===== src/rtl/sobel_cfg_ctrl.sv =====
// Sobel pipeline configuration controller: shadows FIR coefficients and commits them on
// the next frame start, and serves AXI-side histogram bin reads from the histogram RAM.
module sobel_cfg_ctrl #(
    parameter int unsigned NCOEF   = 9,
    parameter int unsigned COEF_W  = 16,
    parameter int unsigned HIST_AW = 8,
    parameter int unsigned HIST_W  = 16
) (
    input  logic               clk,
    input  logic               rst,
    input  logic               axi_wr_strobe_i,
    input  logic [3:0]         fir_addr_i,
    input  logic [COEF_W-1:0]  fir_coeff_i,
    output logic               axi_wr_ack_o,
    input  logic               axi_rd_strobe_i,
    output logic               axi_rd_ack_o,
    output logic [HIST_W-1:0]  hist_bin_o,
    input  logic               vs_i,
    output logic               coef_we_o,
    output logic [3:0]         coef_addr_o,
    output logic [COEF_W-1:0]  coef_data_o,
    output logic               hist_rd_en_o,
    output logic [HIST_AW-1:0] hist_rd_addr_o,
    input  logic [HIST_W-1:0]  hist_rd_data_i,
    output logic               hist_clr_o,
    output logic               busy_o
);

    typedef enum logic {IDLE, COMMIT} cstate_e;
    typedef enum logic [1:0] {R_IDLE, R_REQ, R_CAP, R_ACK} rstate_e;

    logic [COEF_W-1:0] r_shadow [NCOEF];
    logic              r_dirty;
    logic              r_vs;
    logic              r_wr_ack;
    logic              w_vs_rise;
    logic              w_wr_hit;
    logic              w_commit_start;

    cstate_e           r_cstate, w_cstate_d;
    logic              r_coef_we, w_coef_we_d;
    logic [3:0]        r_coef_addr, w_coef_addr_d;
    logic [COEF_W-1:0] r_coef_data, w_coef_data_d;
    logic              r_busy, w_busy_d;

    rstate_e            r_rstate, w_rstate_d;
    logic               r_rd_en, w_rd_en_d;
    logic [HIST_AW-1:0] r_rd_addr, w_rd_addr_d;
    logic [HIST_AW-1:0] r_bin_idx, w_bin_idx_d;
    logic [HIST_W-1:0]  r_hist_bin, w_hist_bin_d;
    logic               r_rd_ack, w_rd_ack_d;
    logic               r_clr, w_clr_d;

    assign w_vs_rise      = vs_i & ~r_vs;
    assign w_wr_hit       = axi_wr_strobe_i && (32'(fir_addr_i) < NCOEF);
    assign w_commit_start = (r_cstate == IDLE) && w_vs_rise && r_dirty;

    // Out-of-range writes are still acknowledged but touch neither shadow nor dirty.
    always_ff @(posedge clk) begin
        if (rst) begin
            for (int i = 0; i < NCOEF; i++) r_shadow[i] <= '0;
            r_dirty  <= 1'b0;
            r_vs     <= 1'b0;
            r_wr_ack <= 1'b0;
        end else begin
            r_vs     <= vs_i;
            r_wr_ack <= axi_wr_strobe_i;
            if (w_wr_hit) r_shadow[fir_addr_i] <= fir_coeff_i;
            // A write landing on the commit entry cycle must still force a recommit.
            if (w_wr_hit)            r_dirty <= 1'b1;
            else if (w_commit_start) r_dirty <= 1'b0;
        end
    end

    always_comb begin
        w_cstate_d    = r_cstate;
        w_coef_we_d   = 1'b0;
        w_coef_addr_d = r_coef_addr;
        w_coef_data_d = r_coef_data;
        w_busy_d      = 1'b0;
        unique case (r_cstate)
            IDLE: begin
                if (w_commit_start) begin
                    w_cstate_d    = COMMIT;
                    w_coef_we_d   = 1'b1;
                    w_coef_addr_d = 4'd0;
                    w_coef_data_d = r_shadow[0];
                    w_busy_d      = 1'b1;
                end
            end
            COMMIT: begin
                if (r_coef_addr == 4'(NCOEF - 1)) begin
                    w_cstate_d = IDLE;
                end else begin
                    w_coef_we_d   = 1'b1;
                    w_coef_addr_d = r_coef_addr + 4'd1;
                    w_coef_data_d = r_shadow[r_coef_addr + 4'd1];
                    w_busy_d      = 1'b1;
                end
            end
        endcase
    end

    always_ff @(posedge clk) begin
        if (rst) begin
            r_cstate    <= IDLE;
            r_coef_we   <= 1'b0;
            r_coef_addr <= '0;
            r_coef_data <= '0;
            r_busy      <= 1'b0;
        end else begin
            r_cstate    <= w_cstate_d;
            r_coef_we   <= w_coef_we_d;
            r_coef_addr <= w_coef_addr_d;
            r_coef_data <= w_coef_data_d;
            r_busy      <= w_busy_d;
        end
    end

    // Bin index advances as the ack is issued; the last bin also clears the histogram.
    always_comb begin
        w_rstate_d   = r_rstate;
        w_rd_en_d    = 1'b0;
        w_rd_addr_d  = r_rd_addr;
        w_bin_idx_d  = r_bin_idx;
        w_hist_bin_d = r_hist_bin;
        w_rd_ack_d   = 1'b0;
        w_clr_d      = 1'b0;
        unique case (r_rstate)
            R_IDLE: begin
                if (axi_rd_strobe_i) begin
                    w_rstate_d  = R_REQ;
                    w_rd_en_d   = 1'b1;
                    w_rd_addr_d = r_bin_idx;
                end
            end
            R_REQ: w_rstate_d = R_CAP;
            R_CAP: begin
                w_rstate_d   = R_ACK;
                w_hist_bin_d = hist_rd_data_i;
                w_rd_ack_d   = 1'b1;
                w_clr_d      = (r_bin_idx == {HIST_AW{1'b1}});
                w_bin_idx_d  = r_bin_idx + 1'b1;
            end
            R_ACK: w_rstate_d = R_IDLE;
        endcase
    end

    always_ff @(posedge clk) begin
        if (rst) begin
            r_rstate   <= R_IDLE;
            r_rd_en    <= 1'b0;
            r_rd_addr  <= '0;
            r_bin_idx  <= '0;
            r_hist_bin <= '0;
            r_rd_ack   <= 1'b0;
            r_clr      <= 1'b0;
        end else begin
            r_rstate   <= w_rstate_d;
            r_rd_en    <= w_rd_en_d;
            r_rd_addr  <= w_rd_addr_d;
            r_bin_idx  <= w_bin_idx_d;
            r_hist_bin <= w_hist_bin_d;
            r_rd_ack   <= w_rd_ack_d;
            r_clr      <= w_clr_d;
        end
    end

    assign axi_wr_ack_o   = r_wr_ack;
    assign coef_we_o      = r_coef_we;
    assign coef_addr_o    = r_coef_addr;
    assign coef_data_o    = r_coef_data;
    assign busy_o         = r_busy;
    assign hist_rd_en_o   = r_rd_en;
    assign hist_rd_addr_o = r_rd_addr;
    assign hist_bin_o     = r_hist_bin;
    assign axi_rd_ack_o   = r_rd_ack;
    assign hist_clr_o     = r_clr;

endmodule


===== config.mk =====
export PLATFORM = sky130hd
export DESIGN_NAME = sobel_cfg_ctrl
export DESIGN_NICKNAME = d
export VERILOG_FILES = /design/src/rtl/sobel_cfg_ctrl.sv
export SDC_FILE = /design/constraint.sdc
export NUM_CORES = 1
export LEC_CHECK = 0
export BUFFER_PORTS_ARGS = -buffer_cell sky130_fd_sc_hd__buf_2
export CAP_MARGIN = 10
export CORE_MARGIN = 2
export CORE_UTILIZATION = 38
export DETAILED_ROUTE_END_ITERATION = 10
export GPL_TIMING_DRIVEN = 0
export PLACE_DENSITY = 0.62
export SYNTH_ARGS = -nofsm -noshare
export SYNTH_HDL_FRONTEND = slang
export SYNTH_SLANG_ARGS = --single-unit

===== constraint.sdc =====
create_clock -name clk -period 5.44 [get_ports clk]
set_input_delay 0.816 -clock clk [delete_from_list [all_inputs] [get_ports clk]]
set_output_delay 0.816 -clock clk [all_outputs]
set_load 0.02 [all_outputs]

==> results of run 1 <==
-- worst paths after layout --
| kind | cells past startpoint | endpoint | startpoint |
|---|---|---|---|
| worst max-delay path | 10 | coef_data_o[3] | coef_addr_o[0] |
| worst min-delay path | 2 | hist_rd_addr_o[1] | hist_rd_addr_o[1] |
| worst max register to register | 10 | coef_data_o[3] | coef_addr_o[0] |
| worst min register to register | 2 | hist_rd_addr_o[1] | hist_rd_addr_o[1] |
-- cell usage after synthesis, types with 11 or more instances --
cell      number
a22oi_1       18
edfxtp_1     256
nand2_1       18
mux2i_1       18
a211oi_1      16
dfxtp_1       61
o32ai_1       15
nor2_1        60
a21oi_1       29
nand3_1       11
and2_1       145
clkbuf_1      32
mux4_2        64
nor2b_1       18
-- cell type report --
| cell class | count | area [um^2] |
|---|---|---|
| clock buffers | 44 | 992 |
| flip-flops and latches | 317 | 8910 |
| inverters | 9 | 33.8 |
| fillers | 3019 | 18600 |
| clock inverters | 17 | 159 |
| repair buffers | 89 | 445 |
| multi-input cells | 574 | 4370 |
| well taps | 455 | 569 |
| plain buffers | 51 | 240 |
-- layer usage --
layer / global-route usage, % / share of wire (%) / vias to the layer above
met2: 27.5 / 48 / 189
li1: - / - / 3532
met4: 5.04 / 2.4 / 0
met3: 2.64 / 4.8 / 47
met1: 21.3 / 45 / 3703
met5: 0 / 0 / -
-- state kept, by name, summed over array words and instances (netlist names), 2 cells and up --
name / cells
coef_data_o: 16
hist_rd_addr_o: 8
r_shadow: 256
hist_bin_o: 16
r_rstate: 2
r_bin_idx: 8
coef_addr_o: 4
-- power by group --
group,total [mW],internal [mW],switching (mW)
combinational,0.499,0.202,0.298
sequential,2.86,2.80,0.0570
clock,2.34,1.43,0.914
total,5.70,4.43,1.27
-- cells by family (layout without fill, tap and decap cells) --
group	count (synthesis)	count (layout)	synth area share [%]
mux	84	84	12.5
flops	317	317	67.8
compound gates	87	87	4.76
fa+ha+maj	6	6	0.572
xor+xnor	8	8	0.534
other cells	1	112	0.0286
simple gates	277	277	11.6
buf+inv	60	210	2.09
-- worst max-delay path, cell delays in order, from the launching register on --
cell,delay (ps)
dfxtp_1,360
buf_4,230
buf_6,230
buf_2,350
inv_1,80
ha_1,290
buf_2,340
buf_1,690
mux4_2,400
a211oi_1,590
o32ai_1,160
==> results.txt, run 1 <==
Static leakage power: 5.67 nW
Number of antenna violations at the first check in global routing: 0
Req. time, crit path: 5790 ps
Fraction of final layout cells sized beyond drive strength 1: 21.4%
Proportion of synthesized flip-flops having asynchronous set or reset: 0%
Routed Antenna Nets: 0
Main flop type after synthesis: edfxtp_1
Relative max-transition margin: 21.2%
Arrival time of the worst setup path: 4260 ps
Starting Density: 38.3%
First-pass GRT wire length: 44.1 mm
Number of placed I/O pins: 91
Top library cells by usage in the layout, fill and taps aside: edfxtp_1, and2_1, conb_1, buf_2, mux4_2
Number of DRC markers after the initial detailed-route iteration: 494
Worst setup SP type: register
Setup repair after global routing missed its margin: no
Setup WS pre-CTS: 1510 ps
Fin crit period: 3910 ps
Die Span X: 190 um
Area inside the core boundary: 34300 um^2
Total Nets Final: 1124
Number of distinct library cell variants in the gate-level netlist after synthesis: 42
Count of unresolved DRC violations after routing: 0
Synthesized flop and latch total: 317
Rows: 68
Critical path class: register to register
Via count of the first global-routing pass: 7714
Peak supply drop: 186 uV
Syn Inst Count: 840
Routed wire length: 28.4 mm
Per-cell routed wire length: 18.3 um
Number of H-tree branching levels: 2
Clk_skew: 17.4 ps
Detailed-routing iteration count for the pre-antenna-repair pass: 5
CTS Buf Count: 35
Final number of hold-violating endpoints: 0
Max Buffers Root-to-Sink: 3
Area fraction of the dominant cell type after synthesis: 58.5%
Most area-hungry cell type in the Yosys netlist: edfxtp_1
Tightest Pin Transition: 1170 ps
Post-DR vias/cell: 4.80
Non-filler instance count after layout: 1556
Worst setup EP type: register
Yosys warns: 0
Power per Cell Area: 363 nW/um^2
Cell types with the largest area share after synthesis: edfxtp_1, mux4_2, dfxtp_1
Total setup violations reported at the end of the flow: 0
Most frequent standard cell in the layout excluding fill and tap cells: edfxtp_1
Fin util: 45.8%
Worst-path clk slew: 60 ps
Area post-placement: 14600 um^2
Pin count of the biggest net entering global routing: 17
Setup WS post-layout: 1530 ps
Port Buf Inserts: 88
Final total negative setup slack: 0 ps
Clk sink count: 317
Largest fanout on the critical path: 10
P&R area growth vs syn: 19.7%
Total inserted antenna cells: 0
Die Area: 36100 um^2
Total design power: 5.70 mW
Post-Syn Area: 13100 um^2
Vias: 7471
Residual overflow from global routing: 0
Hold WC Path Type: register to register
FF-to-FF setup slack: 1530 ps
Design area: 15700 um^2
Clock tree from TritonCTS: built
MaxCap Viol Count: 0
Count of pins over their slew limit: 0
Post-CTS setup repair buffer count: 0
Final estimated routing congestion in global placement: 0.781
Placed wire-length estimate: 19.6 mm
Post-CTS resize count: 0
Share of synthesized area occupied by flip-flops and latches: 67.8%
Dpl cells: 1495
Maximum frequency from static timing analysis: 256 MHz
All-layer global routing usage: 16.2%
Outcome: finished, final reports clean
Tightest hold margin: 455 ps
Post-CTS Hold Buffers: 0
Clock latency at the later pin of the worst-skew pair: 510 ps
Final period util: 71.8%
Die height: 190 um
CTS root buf: clkbuf_16
Synthesized area per cell: 15.6 um^2
Post-synth EDFFs: 256
Power figures use the tool's default switching activity.
==> run 2, diff against run 1 <==
==> constraint.sdc (replaced) <==
create_clock -name clk -period 3.86 [get_ports clk]
set_input_delay 0.579 -clock clk [delete_from_list [all_inputs] [get_ports clk]]
set_output_delay 0.579 -clock clk [all_outputs]
set_load 0.02 [all_outputs]
==> run 2 against run 1 <==
Against the previous run: largest cell class unchanged; sequential cell count unchanged; clock skew hardly changed; clock-buffer cell count did not move; hold slack got worse by 140 ps; global-route usage stayed put; register-to-register slack lost 1300 ps; sequential share of layout area is essentially flat; clock power increased by 41%; via count is 0.60% higher; critical path type unchanged; largest power group unchanged; fmax rose by 6.7%.
==> results.txt, run 2 (same netlist as run 1, synthesis figures left out) <==
Number of filler cells placed in the layout: 3020 (was 3019)
Top register by number of flip-flops: r_shadow (unchanged)
Worst setup SP type: register (unchanged)
Via count of the first global-routing pass: 7725 (was 7714)
Count of unresolved DRC violations after routing: 0 (unchanged)
Maximum frequency from static timing analysis: 273 MHz (was 256 MHz)
Worst-path clk slew: 60 ps (about the same)
Worst setup EP type: register (unchanged)
Top library cells by usage in the layout, fill and taps aside: edfxtp_1, and2_1, conb_1, buf_2, mux4_2 (unchanged)
Req. time, crit path: 4220 ps (was 5790 ps)
Critical path class: register to register (unchanged)
Area post-placement: 14600 um^2 (unchanged)
All-layer global routing usage: 16.2% (unchanged)
Tightest Pin Transition: 1190 ps (was 1170 ps)
CTS root buf: clkbuf_16 (unchanged)
Peak supply drop: 262 uV (was 186 uV)
Pin count of the biggest net entering global routing: 17 (unchanged)
Starting Density: 38.3% (unchanged)
Number of placed I/O pins: 91 (unchanged)
Post-CTS resize count: 3 (was 0)
Clk sink count: 317 (unchanged)
Vias: 7516 (was 7471)
Relative max-transition margin: 19.8% (was 21.2%)
Routed wire length: 28.5 mm (was 28.4 mm)
Port Buf Inserts: 88 (unchanged)
Die Span X: 190 um (unchanged)
Tightest hold margin: 312 ps (was 455 ps)
Residual overflow from global routing: 0 (unchanged)
CTS Buf Count: 35 (unchanged)
Area inside the core boundary: 34300 um^2 (unchanged)
End point of the critical path: coef_data_o[3] (unchanged)
Clk_skew: 17.8 ps (was 17.4 ps)
Worst-path cell with the longest stage delay: a211oi_1 (was buf_1)
Number of DRC markers after the initial detailed-route iteration: 510 (was 494)
Post-CTS Hold Buffers: 0 (unchanged)
Depth of the worst register-to-register path: 10 (unchanged)
Arrival time of the worst setup path: 4020 ps (was 4260 ps)
Largest fanout on the critical path: 10 (unchanged)
Fin crit period: 3660 ps (was 3910 ps)
Final period util: 94.9% (was 71.8%)
Static leakage power: 5.67 nW (about the same)
Per-cell routed wire length: 18.3 um (about the same)
Clock latency at the later pin of the worst-skew pair: 510 ps (about the same)
First-pass GRT wire length: 44.1 mm (about the same)
Worst setup path startpoint: coef_addr_o[0] (unchanged)
MaxCap Viol Count: 0 (unchanged)
Count of pins over their slew limit: 0 (unchanged)
Clock tree from TritonCTS: built (unchanged)
Setup repair after global routing missed its margin: no (unchanged)
Routed Antenna Nets: 0 (unchanged)
Final total negative setup slack: 0 ps (unchanged)
P&R area growth vs syn: 19.7% (about the same)
Fraction of final layout cells sized beyond drive strength 1: 21.6% (was 21.4%)
Flip-flop count of the largest register after layout: 256 (unchanged)
Hold WC Path Type: input port to register (was register to register)
Outcome: finished, final reports clean (unchanged)
Post-DR vias/cell: 4.83 (was 4.80)
RR Startpoint: coef_addr_o[0] (unchanged)
Power per Cell Area: 511 nW/um^2 (was 363 nW/um^2)
Final number of hold-violating endpoints: 0 (unchanged)
Placed wire-length estimate: 19.6 mm (unchanged)
Critical Path, Cell by Cell: buf_4 > buf_6 > buf_2 > inv_1 > ha_1 > buf_2 > clkdlybuf4s15_2 > mux4_2 > a211oi_1 > o32ai_1 (was buf_4 > buf_6 > buf_2 > inv_1 > ha_1 > buf_2 > buf_1 > mux4_2 > a211oi_1 > o32ai_1)
Post-CTS setup repair buffer count: 0 (unchanged)
Most frequent standard cell in the layout excluding fill and tap cells: edfxtp_1 (unchanged)
Total inserted antenna cells: 0 (unchanged)
Total setup violations reported at the end of the flow: 0 (unchanged)
CP peak stage delay: 580 ps (was 690 ps)
Detailed-routing iteration count for the pre-antenna-repair pass: 4 (was 5)
Design area: 15700 um^2 (about the same)
Rows: 68 (unchanged)
Max Buffers Root-to-Sink: 3 (unchanged)
Worst reg2reg path endpoint: coef_data_o[3] (unchanged)
FF-to-FF setup slack: 200 ps (was 1530 ps)
Most Frequent Cell on Critical Path: buf_2 (unchanged)
Final estimated routing congestion in global placement: 0.781 (unchanged)
Total Nets Final: 1124 (unchanged)
Number of H-tree branching levels: 2 (unchanged)
Die Area: 36100 um^2 (unchanged)
Die height: 190 um (unchanged)
Number of antenna violations at the first check in global routing: 0 (unchanged)
[run 2: cell count changes in the layout (fill, tap and decap cells not counted)]
cell and change:
clkbuf_2 +1, buf_1 -1, clkbuf_1 -1, clkdlybuf4s15_2 +1
[run 2: worst min path at each step]
stage | from | slack (ps) | endpoint | cells past startpoint
2_1_floorplan | r_bin_idx[3] | 460 | hist_rd_addr_o[3] | 2
3_3_place_gp | hist_rd_addr_o[5] | 450 | hist_rd_addr_o[5] | 2
3_5_place_dp | hist_rd_addr_o[3] | 450 | hist_rd_addr_o[3] | 2
4_1_cts | hist_rd_data_i[11] | 300 | hist_bin_o[11] | 3
5_1_grt | hist_rd_data_i[8] | 310 | hist_bin_o[8] | 3
6_report | hist_rd_data_i[11] | 310 | hist_bin_o[11] | 3
[run 2: metal layers]
metal,vias to the layer above,wire [um],global-route usage (%)
met5,-,0,0
met3,50,1280,2.64
met4,0,704,5.04
met2,188,13700,27.7
li1,3530,-,-
met1,3748,12800,21.2
[run 2: worst max-delay path, delay by kind of cell (launching register included)]
| kind | cells | cell delay [ps] |
|---|---|---|
| fa+ha+maj | 1 | 290 |
| mux | 1 | 360 |
| buf+inv | 6 | 1740 |
| compound gates | 2 | 740 |
| flops | 1 | 360 |
[run 2: cell type report]
cell class	instances	area (um^2)	share of cell area (%)
clock buffer	44	992	6.31
clock inverter	17	159	1.01
inverter	9	33.8	0.215
tap	455	569	3.62
sequential	317	8910	56.7
timing repair buffer	89	445	2.83
buffer	51	249	1.58
multi-input combinational	574	4370	27.8
[run 2: where the power goes]
group,switching (mW),total (mW),internal [mW]
Clock,1.29,3.31,2.02
Sequential,0.0803,4.03,3.95
Combinational,0.420,0.705,0.285
[run 2: per-stage QoR]
step	std cells	util, %	total power [mW]	setup WS (ps)
after floorplan	951	-	4.56	981
after global placement	1494	42.5	4.79	-24.8
after detailed placement	1495	42.5	4.81	-70.4
after CTS	1556	45.9	8.11	113
after global routing	1556	45.9	8.34	16.0
final	1556	45.9	8.04	197
